$ cat config.mk
export PLATFORM = sky130hd
export DESIGN_NAME = bcd2bin16_flat
export DESIGN_NICKNAME = d
export VERILOG_FILES = /design/src/rtl/bcd2bin16_pkg.sv /design/src/rtl/bcd2bin16_if.sv /design/src/rtl/bcd2bin16_dabble_sub3.sv /design/src/rtl/bcd2bin16.sv /design/src/flat_wrapper.sv
export SDC_FILE = /design/constraint.sdc
export NUM_CORES = 1
export LEC_CHECK = 0
export BUFFER_PORTS_ARGS = -buffer_cell sky130_fd_sc_hd__buf_4
export CAP_MARGIN = 10
export CORE_UTILIZATION = 41
export CTS_BUF_LIST = sky130_fd_sc_hd__clkbuf_8 sky130_fd_sc_hd__clkbuf_16
export DETAILED_ROUTE_END_ITERATION = 10
export HOLD_SLACK_MARGIN = 0.03
export PLACE_DENSITY = 0.59
export SLEW_MARGIN = 25
export SYNTH_ARGS = -nofsm -noshare
export SYNTH_HDL_FRONTEND = slang
export SYNTH_SLANG_ARGS = --single-unit
$ cat constraint.sdc
create_clock -name CLK -period 3.51 [get_ports CLK]
set_input_delay 0.1755 -clock CLK [delete_from_list [all_inputs] [get_ports CLK]]
set_output_delay 0.1755 -clock CLK [all_outputs]
set_load 0.05 [all_outputs]
$ cat src/rtl/bcd2bin16_pkg.sv
// rtl/bcd2bin16_pkg.sv - shared state encodings and BCD constants for the BCD/binary converters
package bcd2bin16_pkg;

  typedef enum logic [1:0] {
    S_IDLE = 2'd0,
    S_BUSY = 2'd1,
    S_FIN  = 2'd2
  } state_t;

  localparam int               BCD_DIGIT_W  = 4;
  localparam logic [3:0]       BCD_MAX      = 4'd9;
  localparam logic [3:0]       DABBLE_THRSH = 4'd8;
  localparam logic [3:0]       DABBLE_ADJ   = 4'd3;

  function automatic logic digit_invalid(input logic [BCD_DIGIT_W-1:0] d);
    return d > BCD_MAX;
  endfunction

endpackage

$ cat src/rtl/bcd2bin16_if.sv
// rtl/bcd2bin16_if.sv - request/result bundle between a decimal source and the converter
interface bcd2bin16_if #(
  parameter int NDIG = 5,
  parameter int BW   = 16
);

  logic                en;
  logic [4*NDIG-1:0]   bcd;
  logic [BW-1:0]       bin;
  logic                ovf;
  logic                err;
  logic                busy;
  logic                fin;

  modport master (
    output en, bcd,
    input  bin, ovf, err, busy, fin
  );

  modport slave (
    input  en, bcd,
    output bin, ovf, err, busy, fin
  );

endinterface

$ cat src/rtl/bcd2bin16_dabble_sub3.sv
// rtl/bcd2bin16_dabble_sub3.sv - reverse double-dabble digit correction (d>=8 ? d-3 : d)
module bcd_dabble_sub3
  import bcd2bin16_pkg::*;
(
  input  logic [BCD_DIGIT_W-1:0] d,
  output logic [BCD_DIGIT_W-1:0] q
);

  // Wraps mod 16 by construction; only reachable for d>=8 so no borrow is possible.
  assign q = (d >= DABBLE_THRSH) ? (d - DABBLE_ADJ) : d;

endmodule

$ cat src/rtl/bcd2bin16.sv
// rtl/bcd2bin16.sv - sequential BCD-to-binary converter using reverse double-dabble
module bcd2bin16
  import bcd2bin16_pkg::*;
#(
  parameter int NDIG = 5,
  parameter int BW   = 16
)(
  input  logic         CLK,
  input  logic         RST,
  bcd2bin16_if.slave   bus
);

  localparam int DW    = BCD_DIGIT_W * NDIG;
  localparam int ITER  = BW + 1;
  localparam int CNT_W = $clog2(ITER + 1);
  localparam int SW    = DW + BW + 1;
  localparam logic [CNT_W-1:0] CNT_LAST = CNT_W'(ITER - 1);

  state_t             state_q, state_d;
  logic [CNT_W-1:0]   cnt_q;
  logic [DW-1:0]      bcd_q;
  logic [BW:0]        acc_q;
  logic               err_q;

  logic [BW-1:0]      bin_q;
  logic               ovf_q;
  logic               err_out_q;

  logic               in_err;
  logic [SW-1:0]      scratch_sh;
  logic [DW-1:0]      sh_bcd;
  logic [DW-1:0]      corr_bcd;
  logic [BW:0]        sh_acc;
  logic               last_iter;
  logic               ovf_d;

  always_comb begin
    in_err = 1'b0;
    for (int i = 0; i < NDIG; i++) begin
      in_err = in_err | digit_invalid(bus.bcd[BCD_DIGIT_W*i +: BCD_DIGIT_W]);
    end
  end

  // One combined right shift across the digit field and the binary accumulator.
  assign scratch_sh = {bcd_q, acc_q} >> 1;
  assign sh_bcd     = scratch_sh[SW-1 -: DW];
  assign sh_acc     = scratch_sh[BW:0];

  for (genvar g = 0; g < NDIG; g++) begin : g_sub3
    bcd_dabble_sub3 u_sub3 (
      .d (sh_bcd[BCD_DIGIT_W*g +: BCD_DIGIT_W]),
      .q (corr_bcd[BCD_DIGIT_W*g +: BCD_DIGIT_W])
    );
  end

  assign last_iter = (state_q == S_BUSY) && (cnt_q == CNT_LAST);

  // Anything left in the digit field after ITER shifts means the value exceeded BW+1 bits.
  assign ovf_d = ~err_q & (sh_acc[BW] | (|corr_bcd));

  always_comb begin
    state_d = state_q;
    case (state_q)
      S_IDLE:  if (bus.en) state_d = S_BUSY;
      S_BUSY:  if (cnt_q == CNT_LAST) state_d = S_FIN;
      S_FIN:   state_d = S_IDLE;
      default: state_d = S_IDLE;
    endcase
  end

  always_ff @(posedge CLK) begin
    if (RST) begin
      state_q <= S_IDLE;
    end else begin
      state_q <= state_d;
    end
  end

  always_ff @(posedge CLK) begin
    if (RST) begin
      cnt_q <= '0;
      bcd_q <= '0;
      acc_q <= '0;
      err_q <= 1'b0;
    end else begin
      case (state_q)
        S_IDLE: begin
          cnt_q <= '0;
          if (bus.en) begin
            bcd_q <= bus.bcd;
            acc_q <= '0;
            err_q <= in_err;
          end
        end
        S_BUSY: begin
          bcd_q <= corr_bcd;
          acc_q <= sh_acc;
          cnt_q <= cnt_q + 1'b1;
        end
        default: begin
          cnt_q <= '0;
        end
      endcase
    end
  end

  // Results are taken from the post-shift values so the final iteration is included.
  always_ff @(posedge CLK) begin
    if (RST) begin
      bin_q     <= '0;
      ovf_q     <= 1'b0;
      err_out_q <= 1'b0;
    end else if (last_iter) begin
      bin_q     <= err_q ? '0 : sh_acc[BW-1:0];
      ovf_q     <= ovf_d;
      err_out_q <= err_q;
    end
  end

  assign bus.bin  = bin_q;
  assign bus.ovf  = ovf_q;
  assign bus.err  = err_out_q;
  assign bus.busy = (state_q != S_IDLE);
  assign bus.fin  = (state_q == S_FIN);

endmodule

$ cat src/flat_wrapper.sv
// flat-port wrapper written by rule: the top's interface ports become plain ports
module bcd2bin16_flat import bcd2bin16_pkg::*;
#(
  parameter int NDIG = 5,
  parameter int BW   = 16
)
  (CLK, RST, bus_en, bus_bcd, bus_bin, bus_ovf, bus_err, bus_busy, bus_fin);
  bcd2bin16_if #(.NDIG(NDIG), .BW(BW)) bus_i ();
  input  logic CLK;
  input  logic RST;
  input wire logic [$bits(bus_i.en)-1:0] bus_en;
  input wire logic [$bits(bus_i.bcd)-1:0] bus_bcd;
  output wire logic [$bits(bus_i.bin)-1:0] bus_bin;
  output wire logic [$bits(bus_i.ovf)-1:0] bus_ovf;
  output wire logic [$bits(bus_i.err)-1:0] bus_err;
  output wire logic [$bits(bus_i.busy)-1:0] bus_busy;
  output wire logic [$bits(bus_i.fin)-1:0] bus_fin;
  assign bus_i.en = bus_en;
  assign bus_i.bcd = bus_bcd;
  assign bus_bin = bus_i.bin;
  assign bus_ovf = bus_i.ovf;
  assign bus_err = bus_i.err;
  assign bus_busy = bus_i.busy;
  assign bus_fin = bus_i.fin;
  bcd2bin16 #(.NDIG(NDIG), .BW(BW)) u_core (.CLK(CLK), .RST(RST), .bus(bus_i));
endmodule
After elaboration in Yosys (flattened, before gate mapping)
Cells that the tools add are included. Widths: inputs -> output; s select.

Memories kept: 0. Latch bits: 0. Memory bits (writable): 0. Bits of input ports: 23. Flip-flop bits (word level): 63. ROM bits: 0. Output and inout bits: 20.

Divide/modulo/power cells: 0. Multiplexer cells: 13. Magnitude comparators: 10. Reduce and logical (&&, ||, !) cells: 9. Equality and inequality tests: 5. Bitwise operators: 8. $add $sub $neg: 6. Multipliers: 0. Shift-type cells: 0.

Operators with widths (number): $pmux 20 s2 (1); $pmux 17 s2 (1); $gt 4x4->1 const B (5); $mux 20 (1); $mux 4 (5); $reduce_or 20->1 (1); $mux 17 (1); $ge 4x4->1 const B (4); $mux 16 (1); $sub 4x2->4 const B (4); $reduce_and 2->1 (3); $add 5x1->5 const B (1); $eq 5x5->1 const B (1); $or 1x1->1 (5); $ge 3x4->1 const B (1); $mux 2 (2); $ne 2x2->1 const B (2); $pmux 2 s2 (1); $reduce_bool 2->1 (2); $sub 3x2->4 const B (1); $eq 2x1->1 const B (1); $eq 2x2->1 const B (1); $logic_not 2->1 (1); $not 1->1 (2); 3 further kinds (3).

Depth between registers and ports, before layout
Depth after elaboration: 5. Mapped depth: 9. Depth with buffers taken out: 7.

Modules after synthesis
A second synthesis with hierarchy kept.

Cells, all modules: 351. Area total of the unflattened synthesis: 3027.9 um^2.

Modules (own cells, without submodules): bcd2bin16 (area an instance 2646.3 um^2, times used 1, cells an instance 296); bcd_dabble_sub3 (area an instance 76.3 um^2, times used 5, cells an instance 11).

Worst setup path after synthesis
Ideal clock, no wire load.

Path kind: reg2reg. Start point: reg u_core.bcd_q[9]. End point: reg u_core.ovf_q, in the netlist u_core.bus.ovf. Data required time: 3.383 ns. Buffers on the path: 0. Arrival: 1.573 ns. Clock period less this slack: 1.700 ns. Path slack: 1.810 ns. Cell stages (with the launch flop): 8. Cell sequence: dfxtp_1 > inv_1 > ha_1 > mux2_1 > nor2_1 > nand4_1 > o41ai_1 > nand2_1.

Longest elaborated chain between the ends: 5.

RTL lines: start: declaration (RTL line bcd2bin16.sv:21) `logic [DW-1:0] bcd_q;`; start signal: assignment (RTL line bcd2bin16.sv:90) `bcd_q <= bus.bcd;`; start signal: assignment (RTL line bcd2bin16.sv:96) `bcd_q <= corr_bcd;`; $sub 4x2->4 or $ge 4x4->1 (tied branches) (RTL line bcd2bin16_dabble_sub3.sv:10) `assign q = (d >= DABBLE_THRSH) ? (d - DABBLE_ADJ) : d;`; $mux 4 (*) (RTL line bcd2bin16_dabble_sub3.sv:10); $reduce_or 20->1 (*) (RTL line bcd2bin16.sv:59) `assign ovf_d = ~err_q & (sh_acc[BW] | (|corr_bcd));`; $or 1x1->1 (*) (RTL line bcd2bin16.sv:59); $and 1x1->1 (*) (RTL line bcd2bin16.sv:59); end signal: assignment (RTL line bcd2bin16.sv:115) `ovf_q <= ovf_d;`; end: declaration (RTL line bcd2bin16.sv:26) `logic ovf_q;`.

Every way passes the cells marked *; elsewhere a longest branch is shown, timed or not. A chain may end at the register's enable or synchronous reset.

Final worst setup path
Start point: reg u_core.state_q[0]. End point: reg u_core.bcd_q[3].

Longest elaborated chain between the ends: 3.

RTL lines: start: declaration (RTL line bcd2bin16.sv:19) `state_t state_q, state_d;`; start signal: assignment (RTL line bcd2bin16.sv:75) `state_q <= state_d;`; $eq 2x1->1 or $logic_not 2->1 (tied branches) (RTL line bcd2bin16.sv:86) `case (state_q)`; $reduce_bool 2->1 (no line) or $ne 2x2->1 (tied branches); $reduce_and 2->1 (no line).

Parallel ways exist; a longest one is shown, timed or not.

==> results.py <==
metrics = {
    "worst_setup_path": {
        "crit_type": "reg -> reg",
        "critPathLaunchType": "register",
        "crit_arrival_ps": 2240,
        "cp-end-kind": "register",
        "crit_required_ps": 3770,
        "worstPathMaxFanout": 25,
    },
    "sta": {
        "tightest_slew_ps": 893.7,
        "rsz0062_at_grt": "no",
        "tns_ps": 0,
        "hold_violations": 0,
        "fmax_mhz": 506.7,
        "period_share": 0.5623,
        "setup_ws_ps": 1536,
        "fin_skew_ps": 5.831,
        "max_slew_margin": 0.4020,
        "slew_violations": 0,
        "min_period_ps": 1974,
        "setup_violations": 0,
    },
    "floorplanning": {
        "dieArea_um2": 6877,
        "start_util": 0.4229,
        "io_pins": 43,
        "core-area_um2": 6350,
        "die_w_um": 82.93,
        "die_h_um": 82.93,
        "row_count": 29,
    },
    "global_routing": {
        "grt_max_degree": 37,
        "use_met3": 0.06262,
        "track_usage": 0.1782,
        "met1_usage": 0.2251,
        "grt_pass1_vias": 2004,
        "antenna_found_initial": 0,
        "grt.met2_usage": 0.2846,
        "top_usage_layer": "met2",
        "grt_pass1_wl_um": 9680,
        "grt-ovfl-total": 0,
    },
    "placed_design": {
        "dp_hpwl_um": 3888,
        "gp_congestion": 0.8241,
        "preCtsSetupSlack_ps": 1487,
        "io_buffers": 42,
    },
    "synthesis": {
        "synth.most_common_cell": "dfxtp_1",
        "yosysUniqueCellTypes": 42,
        "syn_nets": 316,
        "syn-cell-area_um2": 2685,
        "yosysTopAreaCell": "dfxtp_1",
        "synth-seq-cells": 62,
        "synth_seq_area_share": 0.4623,
        "synthFlopType": "dfxtp_1",
        "yosysTopAreaCellShare": 0.4623,
        "ys_warn_count": 0,
        "synthCells": 283,
        "synthArstFlopShare": 0,
        "synth_edf_count": 0,
        "synth_area_leaders": "dfxtp_1 (46%), a22o_1 (9.5%), nor2_1 (5.3%)",
        "synth_commonest_cells": "dfxtp_1 (62), nor2_1 (38), a22o_1 (29)",
        "syn_avg_cell_area_um2": 9.488,
    },
    "clocking": {
        "clock_sinks": 62,
        "htreeDepth": 3,
        "ctsHoldBuffers": 0,
        "cts_resized": 0,
        "cts-root-buf": "clkbuf_8",
        "clockBufferDepth": 2,
        "clock_latency_ps": 340,
        "path_clk_slew_ps": 70,
        "numCtsBuffers": 9,
        "cts_tree": "done",
        "post_cts_buffers": 0,
    },
    "route": {
        "wire_per_inst_um": 14.19,
        "drtIter0Drc": 90,
        "num_vias": 2146,
        "wl_um": 5705,
        "viasPerCell": 5.338,
        "drtPass1Iterations": 4,
        "remaining_drc_errors": 0,
        "antenna_left": 0,
    },
    "pwr": {
        "internal_power_mw": 1.058,
        "switching_share": 0.2809,
        "p_leak_nw": 1.317,
        "p_switching_mw": 0.4132,
        "pwr-share-seq": 0.515,
        "ir_worst_vdd_v": 0.0002554,
        "p_clk_frac": 0.366,
        "power_frac_comb": 0.118,
        "cellPowerDensity_nw_per_um2": 462.0,
    },
    "finish": {
        "n_antenna_cell": 0,
        "final_util": 0.5015,
        "areaGrowthSynthToFinish_pct": 18.59,
        "drive_gt1_frac": 0.2000,
        "final_nets": 353,
    },
    "hold_path": {
        "hold_class": "in -> reg",
    },
    "job": {
        "maxCapViolations": 0,
    },
    "status": {
        "status": "completed",
    },
}
[worst paths after layout]
| kind | from | to | slack (ps) | cells past startpoint |
|---|---|---|---|---|
| worst max-delay path | u_core.state_q[0] | u_core.bcd_q[3] | 1540 | 6 |
| worst min-delay path | bus_bcd[12] | u_core.bcd_q[12] | 90 | 3 |
| worst max register to register | u_core.state_q[0] | u_core.bcd_q[3] | 1540 | 6 |
| worst min register to register | u_core.acc_q[1] | u_core.acc_q[1] | 460 | 2 |
[per-stage QoR]
stage          instance area, um^2  total power, mW  instances  hold slack [ps]
2_1_floorplan                 2685           0.8939        283            311.5
3_3_place_gp                  3009           0.9469        386            429.0
3_5_place_dp                  3009           0.9485        386            432.6
4_1_cts                       3184            1.492        402            76.13
5_1_grt                       3184            1.554        402            97.68
6_report                      3184            1.471        402            88.36
[layout by cell type (no fill, tap or decap), drive strengths merged, types with 2 or more instances in the layout]
cell      netlist  final
dfxtp          62     62
buf            11     45
nor2           38     38
a22o           29     29
nand2          21     21
inv            12     12
a221oi         11     11
ha             10     10
xnor2           9      9
a21oi           9      9
clkbuf          8      9
o21ai           7      7
nor3            7      7
nand3           6      6
nor2b           6      6
a311oi          5      5
clkinv          0      5
mux2i           4      4
and2            3      3
xor2            3      3
a21o            2      2
nor3b           2      2
a211oi          2      2
clkinvlp        0      2
a22oi           2      2
[power groups by stage]
stage                     sequential (mW)  combinational [mW]  clock (mW)
after floorplan                     0.761               0.132           0
after global placement              0.773               0.174           0
after detailed placement            0.774               0.175           0
after CTS                           0.758               0.176       0.558
after global routing                0.762               0.196       0.596
final                               0.758               0.174       0.539
[cells by family after synthesis]
family / share of synthesized area
adder cells (fa/ha/maj): 0.04660
XOR/XNOR: 0.03915
buffers and inverters: 0.05778
AND/OR/NAND/NOR: 0.1645
AO/OA/AOI/OAI: 0.2106
multiplexers: 0.01911
flip-flops: 0.4623
[critical path, cell delays in order (launching register included)]
cell and delay (ps):
dfxtp_1 370, nor2_1 80, and2_1 150, buf_4 210, nor2_1 700, o21ai_0 200, a31oi_1 180
[flip-flops by register name, summed over array words and instances (netlist names)]
| name | flops |
|---|---|
| u_core.bcd_q | 20 |
| u_core.acc_q | 16 |
| u_core.bus.bin | 16 |
| u_core.cnt_q | 5 |
| u_core.state_q | 2 |
| u_core.bus.err | 1 |
| u_core.bus.ovf | 1 |
| u_core.err_q | 1 |
[final cells by class]
type,count,area (um^2)
fill,600,3166
inverter,12,45.04
tap,77,96.34
clock inverter,7,51.30
multi-input combinational,190,1289
sequential,62,1241
timing repair buffer,45,337.8
clock buffer,9,123.9
[layer usage]
metal  routed length, um  share of wire  up-vias
met4                  70          0.012        0
met1                2696           0.47     1008
met5                   0              0        -
li1                    -              -     1082
met3                 278          0.049        8
met2                2661           0.47       48
Note: power is estimated with default switching activity, not from simulation.
